## config.mk

```make
export PLATFORM = sky130hd
export DESIGN_NAME = uart_receiver
export DESIGN_NICKNAME = d
export VERILOG_FILES = /design/src/rtl/uart_pkg.sv /design/src/rtl/uart_rx_sync.sv /design/src/rtl/uart_receiver.sv
export SDC_FILE = /design/constraint.sdc
export NUM_CORES = 1
export LEC_CHECK = 0
export CORE_ASPECT_RATIO = 1.4
export CORE_UTILIZATION = 49
export DETAILED_ROUTE_END_ITERATION = 10
export MAX_ROUTING_LAYER = met4
export PLACE_DENSITY = 0.8
export SYNTH_ARGS = -nofsm -noshare
export SYNTH_HDL_FRONTEND = slang
export SYNTH_SLANG_ARGS = --single-unit
```

## constraint.sdc

```tcl
create_clock -name clk -period 1.42 [get_ports clk]
set_input_delay 0.142 -clock clk [delete_from_list [all_inputs] [get_ports clk]]
set_output_delay 0.142 -clock clk [all_outputs]
set_load 0.01 [all_outputs]
```

## src/rtl/uart_pkg.sv

```systemverilog
// uart_pkg
//   Definitions shared by the UART receiver and transmitter.
//   uart_state_t : 2-bit frame state encoding (IDLE, START, DATA, STOP).
package uart_pkg;

  typedef enum logic [1:0] {
    IDLE  = 2'd0,
    START = 2'd1,
    DATA  = 2'd2,
    STOP  = 2'd3
  } uart_state_t;

endpackage

```

## src/rtl/uart_rx_sync.sv

```systemverilog
// uart_rx_sync
//   Two-flop synchronizer bringing the asynchronous serial line into the clk
//   domain. Both flops reset to 1 so an idle (high) line never looks like a
//   start edge coming out of reset.
// Ports
//   clk  in   system clock
//   rst  in   synchronous active-high reset
//   d    in   asynchronous input
//   q    out  synchronized output
module uart_rx_sync (
  input  logic clk,
  input  logic rst,
  input  logic d,
  output logic q
);

  logic sync_p0;
  logic sync_p1;

  always_ff @(posedge clk) begin
    if (rst) begin
      sync_p0 <= 1'b1;
      sync_p1 <= 1'b1;
    end else begin
      sync_p0 <= d;
      sync_p1 <= sync_p0;
    end
  end

  assign q = sync_p1;

endmodule

```

## src/rtl/uart_receiver.sv

```systemverilog
// uart_receiver
//   UART receiver: 1 start bit, DATA_WIDTH data bits LSB first, 1 stop bit,
//   no parity. Bit timing comes from a shared tick at OVERSAMPLE_RATE x baud;
//   each bit is sampled at its mid-point.
// Ports
//   clk          in   system clock
//   rst          in   synchronous active-high reset
//   tick         in   one-clk strobe at OVERSAMPLE_RATE x baud
//   rx_in        in   asynchronous serial line, idle high
//   rx_out       out  last good received word, held until the next good frame
//   rx_dv        out  one-clk pulse: rx_out updated this cycle
//   framing_err  out  one-clk pulse: stop bit sampled low, frame dropped
//   rx_busy      out  high whenever a frame is in progress
module uart_receiver
  import uart_pkg::*;
#(
  parameter int DATA_WIDTH      = 8,
  parameter int OVERSAMPLE_RATE = 16
) (
  input  logic                  clk,
  input  logic                  rst,
  input  logic                  tick,
  input  logic                  rx_in,
  output logic [DATA_WIDTH-1:0] rx_out,
  output logic                  rx_dv,
  output logic                  framing_err,
  output logic                  rx_busy
);

  localparam int TW = $clog2(OVERSAMPLE_RATE);
  localparam int BW = $clog2(DATA_WIDTH) + 1;

  localparam logic [TW-1:0] TICK_HALF = TW'(OVERSAMPLE_RATE / 2 - 1);
  localparam logic [TW-1:0] TICK_LAST = TW'(OVERSAMPLE_RATE - 1);
  localparam logic [BW-1:0] BIT_LAST  = BW'(DATA_WIDTH - 1);

  logic rx_s;
  logic rx_prev;
  logic fall;

  uart_state_t           state, state_nxt;
  logic [TW-1:0]         tick_cnt, tick_cnt_nxt;
  logic [BW-1:0]         bit_cnt, bit_cnt_nxt;
  logic [DATA_WIDTH-1:0] shift, shift_nxt;
  logic [DATA_WIDTH-1:0] rx_out_nxt;
  logic                  rx_dv_nxt;
  logic                  framing_err_nxt;

  uart_rx_sync u_sync (
    .clk (clk),
    .rst (rst),
    .d   (rx_in),
    .q   (rx_s)
  );

  // Only a high->low transition starts a frame, so a held-low (break) line
  // cannot retrigger the receiver after a framing error.
  assign fall    = rx_prev & ~rx_s;
  assign rx_busy = (state != IDLE);

  always_ff @(posedge clk) begin
    if (rst) begin
      state       <= IDLE;
      rx_prev     <= 1'b1;
      tick_cnt    <= '0;
      bit_cnt     <= '0;
      shift       <= '0;
      rx_out      <= '0;
      rx_dv       <= 1'b0;
      framing_err <= 1'b0;
    end else begin
      state       <= state_nxt;
      rx_prev     <= rx_s;
      tick_cnt    <= tick_cnt_nxt;
      bit_cnt     <= bit_cnt_nxt;
      shift       <= shift_nxt;
      rx_out      <= rx_out_nxt;
      rx_dv       <= rx_dv_nxt;
      framing_err <= framing_err_nxt;
    end
  end

  always_comb begin
    state_nxt       = state;
    tick_cnt_nxt    = tick_cnt;
    bit_cnt_nxt     = bit_cnt;
    shift_nxt       = shift;
    rx_out_nxt      = rx_out;
    rx_dv_nxt       = 1'b0;
    framing_err_nxt = 1'b0;

    unique case (state)
      IDLE: begin
        // A tick in the same cycle as the edge is deliberately not counted.
        if (fall) begin
          state_nxt    = START;
          tick_cnt_nxt = '0;
        end
      end

      START: begin
        if (tick) begin
          if (tick_cnt == TICK_HALF) begin
            if (!rx_s) begin
              state_nxt    = DATA;
              tick_cnt_nxt = '0;
              bit_cnt_nxt  = '0;
            end else begin
              // Line back high at mid-start: treat as a glitch.
              state_nxt = IDLE;
            end
          end else begin
            tick_cnt_nxt = tick_cnt + TW'(1);
          end
        end
      end

      DATA: begin
        if (tick) begin
          if (tick_cnt == TICK_LAST) begin
            shift_nxt    = {rx_s, shift[DATA_WIDTH-1:1]};
            tick_cnt_nxt = '0;
            if (bit_cnt == BIT_LAST) begin
              state_nxt = STOP;
            end else begin
              bit_cnt_nxt = bit_cnt + BW'(1);
            end
          end else begin
            tick_cnt_nxt = tick_cnt + TW'(1);
          end
        end
      end

      STOP: begin
        if (tick) begin
          if (tick_cnt == TICK_LAST) begin
            // Return to IDLE at stop mid-bit so a back-to-back start edge,
            // half a bit later, is still caught.
            if (rx_s) begin
              rx_out_nxt = shift;
              rx_dv_nxt  = 1'b1;
            end else begin
              framing_err_nxt = 1'b1;
            end
            state_nxt    = IDLE;
            tick_cnt_nxt = '0;
          end else begin
            tick_cnt_nxt = tick_cnt + TW'(1);
          end
        end
      end

      default: state_nxt = IDLE;
    endcase
  end

endmodule

```

==> Word-level counts from Yosys, hierarchy flattened <==
Index checks and enable logic that the tools add are counted.
{ "word_totals": {"inputBits": 4, "output_inout_bits": 11, "elab_cells": 70, "regBits": 31} }
{ "op_classes": {"n_eq_ne": 18, "reduce_logical": 10, "bitwise": 5, "addsub": 2, "mux": 25} }
{ "ops": {"columns": ["operator", "count"], "rows": [
  ["2-to-1 mux 4 bit", 11],
  ["inequality test 2 bit (second input constant)", 10],
  ["2-to-1 mux 2 bit", 9],
  ["one-hot mux 4 bit (3 select lines)", 1],
  ["adder 4 x 1 -> 4 bit (second input constant)", 2],
  ["equality test 4 x 3 -> 1 bit (second input constant)", 2],
  ["one-hot mux 2 bit (4 select lines)", 1],
  ["one-hot mux 4 bit (2 select lines)", 1],
  ["AND reduction 4 bit", 2],
  ["AND reduction 8 bit", 1],
  ["AND reduction 7 bit", 1],
  ["equality test 2 bit (second input constant)", 2],
  ["equality test 4 bit (second input constant)", 1],
  ["inverter 1 bit", 4],
  ["nonzero test 2 bit", 2],
  ["OR reduction 4 bit", 1],
  ["inequality test 3 bit (second input constant)", 1],
  ["AND reduction 3 bit", 1],
  ["equality test 2 x 1 -> 1 bit (second input constant)", 1],
  ["logical NOT 2 bit", 1],
  ["2-to-1 mux 1 bit", 2],
  ["inequality test 2 x 1 -> 1 bit (second input constant)", 1],
  ["OR reduction 2 bit", 1],
  ["bitwise AND 1 bit", 1]
]} }

==> Depth between registers and ports, before layout <==
Gate-level depths: netlist (run 1).
{ "depth": {"word_depth": 5, "mapped_depth": 6, "mapped_depth_nobuf": 5} }

==> By module <==
A second synthesis (run 1) with hierarchy kept.
{ "hier_totals": {"hier_cells": 138, "hier_area_um2": 1390.1} }
{ "modules_own_cells": {"columns": ["mod", "n_inst", "cells_each", "area_per_inst_um2"], "rows": [
  ["uart_receiver", 1, 134, 1337.5],
  ["uart_rx_sync", 1, 4, 52.6]
]} }

==> Worst setup path after synthesis (run 1) <==
Ideal clock, no wire load.
{ "synth_path": {"path_type": "flip-flop to flip-flop", "from": "register tick_cnt[0]", "to": "register shift[0]", "setup_slack_ns": -0.081, "stages_incl_launch_ff": 7, "t_arrival_ns": 1.373, "setup_ns": 0.128, "required_ns": 1.292, "period_less_slack_ns": 1.501, "cell_sequence": "dfxtp_1 -> ha_1 -> and4_1 -> and2_1 -> buf_4 -> mux2i_1 -> nor2_1"} }
{ "synth_between": {"elab_chain_cells": 2} }
{ "synth_lines": {"columns": ["element", "line_no", "source"], "rows": [
  ["start, declared", "uart_receiver.sv:42", "logic [TW-1:0] tick_cnt, tick_cnt_nxt;"],
  ["start signal, assigned", "uart_receiver.sv:74", "tick_cnt <= tick_cnt_nxt;"],
  ["equality test 4 bit", "uart_receiver.sv:120", "if (tick_cnt == TICK_LAST) begin"],
  ["AND reduction 3 bit (no source line)", null, null],
  ["end signal, assigned", "uart_receiver.sv:76", "shift <= shift_nxt;"],
  ["end, declared", "uart_receiver.sv:44", "logic [DATA_WIDTH-1:0] shift, shift_nxt;"]
]} }
Every way passes these cells.
A chain may end at the register's enable or synchronous reset.

==> Worst setup path after layout (run 1) <==
{ "layout_path": {"from": "register tick_cnt[0]", "to": "register shift[2]"} }
Same word-level chain as after synthesis.

==> results.py, run 1 <==
metrics = {
    "status": {
        "status": "finished with violations",
        "violations": "setup timing",
    },
    "clock_network": {
        "cts.sinks": 31,
        "insertion_delay_ps": 330,
        "cts_made_buffers": 5,
        "clk_pin_slew_ps": 90,
        "cts.htree.levels": 2,
        "cts_tree": "yes",
        "clockRootBuffer": "clkbuf_4",
        "cts_buffer_depth": 2,
        "cts_hold_buf": 0,
    },
    "setup_path": {
        "cp_top_family": "simple AND/OR/NAND/NOR gates",
        "reg2regPathDepth": 5,
        "path_max_fanout": 10,
        "slowest_stage": "dfxtp_2",
        "cp-start-kind": "flip-flop",
        "crit_buf_inv": 0,
        "cp-end-kind": "flip-flop",
        "crit_type": "reg -> reg",
        "r2r_setup_slack_ps": -20,
        "worstReg2RegStart": "tick_cnt[0]",
        "reg2reg_to": "shift[2]",
        "slowest_delay_ps": 360,
        "cp_data_arrival_time_ps": 1660,
        "crit_required_ps": 1640,
        "crit_chain": "ha_4 -> and4_4 -> and2_4 -> mux2i_1 -> nor2_1",
    },
    "layout": {
        "n_antenna_cell": 0,
        "nNetsFinal": 179,
        "finalInstanceArea_um2": 1760,
        "area_growth_pct": 31.1,
        "finalNonFillerCells": 209,
        "layout-drive-gt1-share_pct": 32.9,
    },
    "synth": {
        "synth_top_family_by_area": "simple AND/OR/NAND/NOR gates",
        "muxShareOfSynthArea_pct": 12.7,
        "synthArstFlopShare_pct": 0,
        "netlist_instances": 136,
        "synth_ff_type": "dfxtp_1",
        "yosys.area_share.simple_pct": 21.5,
        "synthAdderAreaFrac_pct": 1.87,
        "yosys_warnings": 0,
        "synth_edf_count": 0,
        "yosysSeqAreaShare_pct": 46.4,
        "postSynthAreaPerCell_um2": 9.84,
        "synth_area_um2": 1340,
        "synth_cell_type_count": 40,
        "synth_compound_area_share_pct": 9.63,
        "syn_nets": 142,
        "synth_xor_area_share_pct": 1.31,
        "ys_ff_latch": 31,
    },
    "global_route": {
        "antenna_found_initial": 0,
        "grt_max_degree": 15,
        "grt_pass1_wl_um": 4970,
        "grt_pass1_vias": 1172,
        "grt_overflow": 0,
        "grt_use_total_pct": 24.0,
    },
    "min_path": {
        "hold_path_startpoint": "rx_in",
        "holdPathStages": 2,
        "worst_hold_path_type": "in -> reg",
        "worstHoldEndpoint": "u_sync.sync_p0",
    },
    "power": {
        "powerDensity_nw_per_um2": 844,
        "ir_drop_uv": 622,
        "leakagePower_nw": 0.754,
        "pwr-share-clk_pct": 35.1,
        "seqPwrFrac_pct": 59.3,
        "total_power_mw": 1.48,
        "combPwrFrac_pct": 5.5,
        "switching_share_pct": 22.8,
        "p_switching_uw": 338,
        "power.internal_mw": 1.14,
    },
    "timing": {
        "max_freq_mhz": 694,
        "setup_viol": 1,
        "rsz0062_at_grt": "yes",
        "period_share_pct": 101,
        "setup_slack_ps": -20.1,
        "finalMaxSlewViolations": 0,
        "worstMarginPinSlew_ps": 303,
        "relSlewSlack_pct": 79.8,
        "hold_viol": 0,
        "clock_skew_ps": 13.5,
        "period_needed_ps": 1440,
    },
    "placement": {
        "preCtsSetupSlack_ps": -211,
        "io_buffer_count": 14,
        "dp.cells": 200,
        "dpl-instance-area_um2": 1650,
        "place_hpwl_um": 2080,
        "place_congestion": 0.889,
    },
    "drt": {
        "route.detailed.drc": 0,
        "viasPerCell": 5.40,
        "first_pass_iters": 4,
        "ant_nets": 0,
        "wl_um": 2930,
        "wl_per_cell_um": 14.0,
        "vias": 1129,
        "drtIter0Drc": 36,
    },
    "floorplan": {
        "dieHeight_um": 63.8,
        "fp.dieW_um": 46.2,
        "rows": 22,
        "die_area_um2": 2950,
        "coreArea_um2": 2620,
        "start_util_pct": 51.2,
        "io_pins": 15,
    },
    "run": {
        "drv_cap": 0,
    },
}
## worst max path at each step
stage | endpoint | slack, ps | startpoint | depth (start not counted)
floorplan | shift[0] | 0.5 | tick_cnt[1] | 6
global placement | bit_cnt[1] | -190 | tick | 5
detailed placement | tick_cnt[0] | -210 | tick | 6
CTS | tick_cnt[2] | -30 | flip-flop | 4
global route | rx_out[6] | -80 | tick_cnt[0] | 6
finish | shift[2] | -20 | tick_cnt[0] | 5
## state kept, by name, indices dropped and copies added (netlist names), 4 cells and up, named ones only
name      count
bit_cnt       4
rx_out        8
shift         8
tick_cnt      4
## routing by layer
layer | up-vias | GRT usage, % | wire [um]
li1 | 554 | - | -
met1 | 532 | 25.1 | 1190
met2 | 32 | 39.4 | 1540
met3 | 11 | 7.06 | 117
met4 | 0 | 11.8 | 86
met5 | - | - | 0
## power groups by stage
stage | Combinational [mW] | Clock (mW) | Sequential [mW]
after floorplan | 0.0421 | 0 | 0.898
after global placement | 0.0732 | 0 | 0.899
after detailed placement | 0.0767 | 0 | 0.899
after CTS | 0.0792 | 0.539 | 0.879
after global routing | 0.0892 | 0.572 | 0.880
final | 0.0816 | 0.521 | 0.879
## repair_timing
action / CTS / global route
setup buffers: 2 / 1
setup endpoints to repair: 23 / 25
pin swaps: 8 / 4
gates resized for setup: 10 / 10
## cells by family after synthesis
kind of cell / count (synthesis)
fa+ha+maj: 2
compound gates: 17
buf+inv: 13
flops: 31
mux: 17
simple gates: 54
xor+xnor: 2
## cells in the mapped netlist, types with 2 or more instances
library cell | n | area share, %
nor4_1 | 2 | 0.93
a31o_2 | 2 | 1.3
o21ai_0 | 3 | 1.1
nor2_1 | 23 | 6.4
or2_2 | 4 | 1.9
a21oi_1 | 3 | 1.1
ha_1 | 2 | 1.9
nand3_1 | 4 | 1.5
buf_6 | 4 | 3.4
nand2_1 | 6 | 1.7
nand4_1 | 2 | 0.93
inv_1 | 5 | 1.4
o211ai_2 | 2 | 1.9
dfxtp_1 | 31 | 46
mux2i_1 | 17 | 13
and4_1 | 2 | 1.3
## cell usage in the layout, fill, tap and decap left out, drive strengths merged, types with 3 or more instances in the layout
cell type      instances
dfxtp                 31
buf                   24
nor2                  23
mux2i                 17
clkdlybuf4s50         11
clkbuf                 7
nand2                  6
inv                    5
nand3                  5
or2                    4
o21ai                  4
a21oi                  3
## cell type report
cell class / count / area [um^2]
Inverter: 5 / 18.8
Timing Repair Buffer: 38 / 324
Tap cell: 36 / 45.0
Clock buffer: 6 / 51.3
Sequential cell: 31 / 626
Multi-Input combinational cell: 92 / 686
Fill cell: 203 / 860
Clock inverter: 1 / 5.00
## stage by stage
stage	hold WS (ps)	util, %	setup TNS (ps)
floorplan	246	-	0
detailed placement	400	63.0	-3380
global route	401	67.1	-1060
global placement	402	63.0	-2890
CTS	375	66.0	-43.1
finish	392	67.1	-20.1
## worst register-to-register path, stage by stage, from the launching register on
cell and delay (ps):
dfxtp_2 360, ha_4 170, and4_4 260, and2_4 240
mux2i_1 210, nor2_1 80
No activity file was read; power rests on OpenSTA's default activity.
==> run 2: changes to the inputs <==
--- a/config.mk
+++ b/config.mk
@@ -10,6 +10,7 @@
 export DETAILED_ROUTE_END_ITERATION = 10
 export MAX_ROUTING_LAYER = met4
 export PLACE_DENSITY = 0.8
+export REMOVE_ABC_BUFFERS = 1
 export SYNTH_ARGS = -nofsm -noshare
 export SYNTH_HDL_FRONTEND = slang
 export SYNTH_SLANG_ARGS = --single-unit
==> results.py, run 2 (synthesized netlist as in run 1, its figures left out) <==
metrics = {
    "setup_path": {
        "cp_top_family": "simple AND/OR/NAND/NOR gates",
        "cp-end-kind": "flip-flop",
        "reg2reg_to": "tick_cnt[0]",
        "crit_chain": "ha_4 -> and4b_1 -> o211ai_4 -> or3b_2 -> o31ai_2",
        "crit_required_ps": 1670,
        "r2r_setup_slack_ps": -40,
        "crit_buf_inv": 0,
        "worstSetupEndpoint": "tick_cnt[0]",
        "cp-start-kind": "flip-flop",
        "crit_type": "reg -> reg",
        "slowest_stage": "or3b_2",
        "slowest_delay_ps": 460,
        "path_max_fanout": 4,
        "path_depth": 5,
        "reg2regPathDepth": 5,
        "worstReg2RegStart": "tick_cnt[1]",
        "cp_data_arrival_time_ps": 1710,
        "crit_start": "tick_cnt[1]",
    },
    "floorplan": {
        "die_area_um2": 2950,
        "io_pins": 15,
        "dieHeight_um": 63.8,
        "rows": 22,
        "fp.dieW_um": 46.2,
        "coreArea_um2": 2620,
        "start_util_pct": 51.2,
    },
    "clock_network": {
        "cts_tree": "yes",
        "cts_made_buffers": 5,
        "clk_pin_slew_ps": 100,
        "insertion_delay_ps": 330,
        "cts.htree.levels": 2,
        "cts.sinks": 31,
        "cts_buffer_depth": 2,
        "clockRootBuffer": "clkbuf_4",
    },
    "power": {
        "switching_share_pct": 23.8,
        "p_switching_uw": 347,
        "ir_drop_uv": 863,
        "power.internal_mw": 1.11,
        "seqPwrFrac_pct": 60.2,
        "powerDensity_nw_per_um2": 802,
        "combPwrFrac_pct": 6.2,
        "pwr-share-clk_pct": 33.6,
        "total_power_mw": 1.46,
        "leakagePower_nw": 0.740,
    },
    "timing": {
        "period_share_pct": 103,
        "worstMarginPinSlew_ps": 291,
        "rsz0062_at_grt": "yes",
        "clock_skew_ps": 7.86,
        "setup_viol": 5,
        "finalMaxSlewViolations": 0,
        "period_needed_ps": 1460,
        "hold_viol": 0,
        "finalSetupTns_ps": -103,
        "setup_slack_ps": -45.0,
        "relSlewSlack_pct": 80.5,
        "max_freq_mhz": 683,
    },
    "drt": {
        "met1Wirelength_um": 1120,
        "wl_um": 2850,
        "wl_per_cell_um": 13.5,
        "viasPerCell": 5.18,
        "vias": 1099,
        "drtIter0Drc": 22,
        "top_layer": "met4",
        "first_pass_iters": 4,
        "met3_wirelength_um": 88,
        "route.detailed.drc": 0,
        "ant_nets": 0,
        "dr_wl_met2_um": 1580,
    },
    "layout": {
        "area_growth_pct": 35.9,
        "n_antenna_cell": 0,
        "layout_commonest_cell": "dfxtp_1",
        "nNetsFinal": 181,
        "fillCellCount": 188,
        "regArea_um2": 627,
        "final_cell_mix": "26 x dfxtp_1, 22 x buf_4, 21 x nor2_1",
        "layout-drive-gt1-share_pct": 35.8,
        "top_regs": "rx_out: 8 flops, shift: 8 flops",
        "multi_input_area_um2": 717,
    },
    "status": {
        "status": "finished with violations",
        "violations": "setup timing",
    },
    "placement": {
        "place_hpwl_um": 2020,
        "place_congestion": 0.766,
        "io_buffer_count": 14,
    },
    "global_route": {
        "grt_pass1_vias": 1025,
        "grt_max_degree": 18,
        "grt_pass1_wl_um": 4400,
        "grt_overflow": 0,
        "grt_use_total_pct": 21.7,
        "antenna_found_initial": 0,
    },
    "min_path": {
        "hold_path_startpoint": "rx_in",
        "worst_hold_path_type": "in -> reg",
    },
    "run": {
        "drv_cap": 0,
    },
}
run 2: metrics by stage:
stage | utilization (%) | cell area (um^2) | setup slack, ps | hold slack, ps | cells
2_1_floorplan | - | 1270 | -257 | 214 | 128
3_3_place_gp | 62.7 | 1640 | -202 | 396 | 201
3_5_place_dp | 62.7 | 1640 | -214 | 398 | 201
4_1_cts | 67.0 | 1750 | -118 | 367 | 211
5_1_grt | 69.6 | 1820 | -127 | 369 | 212
6_report | 69.6 | 1820 | -45.0 | 369 | 212
run 2: how the worst min path moves through the flow:
| stage | slack, ps | depth (start not counted) | endpoint |
|---|---|---|---|
| detailed placement | 400 | 1 | u_sync.q |
| floorplan | 210 | 1 | state[0] |
| global placement | 400 | 1 | u_sync.q |
| CTS | 370 | 2 | u_sync.sync_p0 |
| finish | 370 | 2 | u_sync.sync_p0 |
| global route | 370 | 2 | u_sync.sync_p0 |
run 2: repair_timing:
item                       in CTS  in global routing
gates cloned                    0                  0
pin swaps                       9                 12
setup buffers                   3                  1
hold buffers                    0                  0
setup endpoints to repair      25                 24
resized for setup              12                 16
run 2: routing by layer:
metal | vias to the layer above | track usage (%)
li1 | 555 | -
met1 | 522 | 21.0
met2 | 16 | 37.9
met3 | 6 | 5.93
met4 | 0 | 9.93
met5 | - | -
run 2: cell type report:
cell class,instances,area share (%)
Multi-Input combinational cell,92,39.4
Clock buffer,6,2.27
Timing Repair Buffer,40,19.7
Clock inverter,2,0.688
Inverter,5,1.03
Tap cell,36,2.48
Sequential cell,31,34.5
run 2: worst register-to-register path: stages (launching register included):
cell and delay (ps):
dfxtp_2 360, ha_4 160, and4b_1 240, o211ai_4 100, or3b_2 460, o31ai_2 70
run 2: power groups by stage:
stage | Combinational [mW] | Sequential (mW) | Clock, mW
global placement | 0.0759 | 0.898 | 0
detailed placement | 0.0782 | 0.898 | 0
floorplan | 0.0243 | 0.900 | 0
finish | 0.0905 | 0.879 | 0.489
CTS | 0.0845 | 0.878 | 0.503
global route | 0.0976 | 0.880 | 0.542
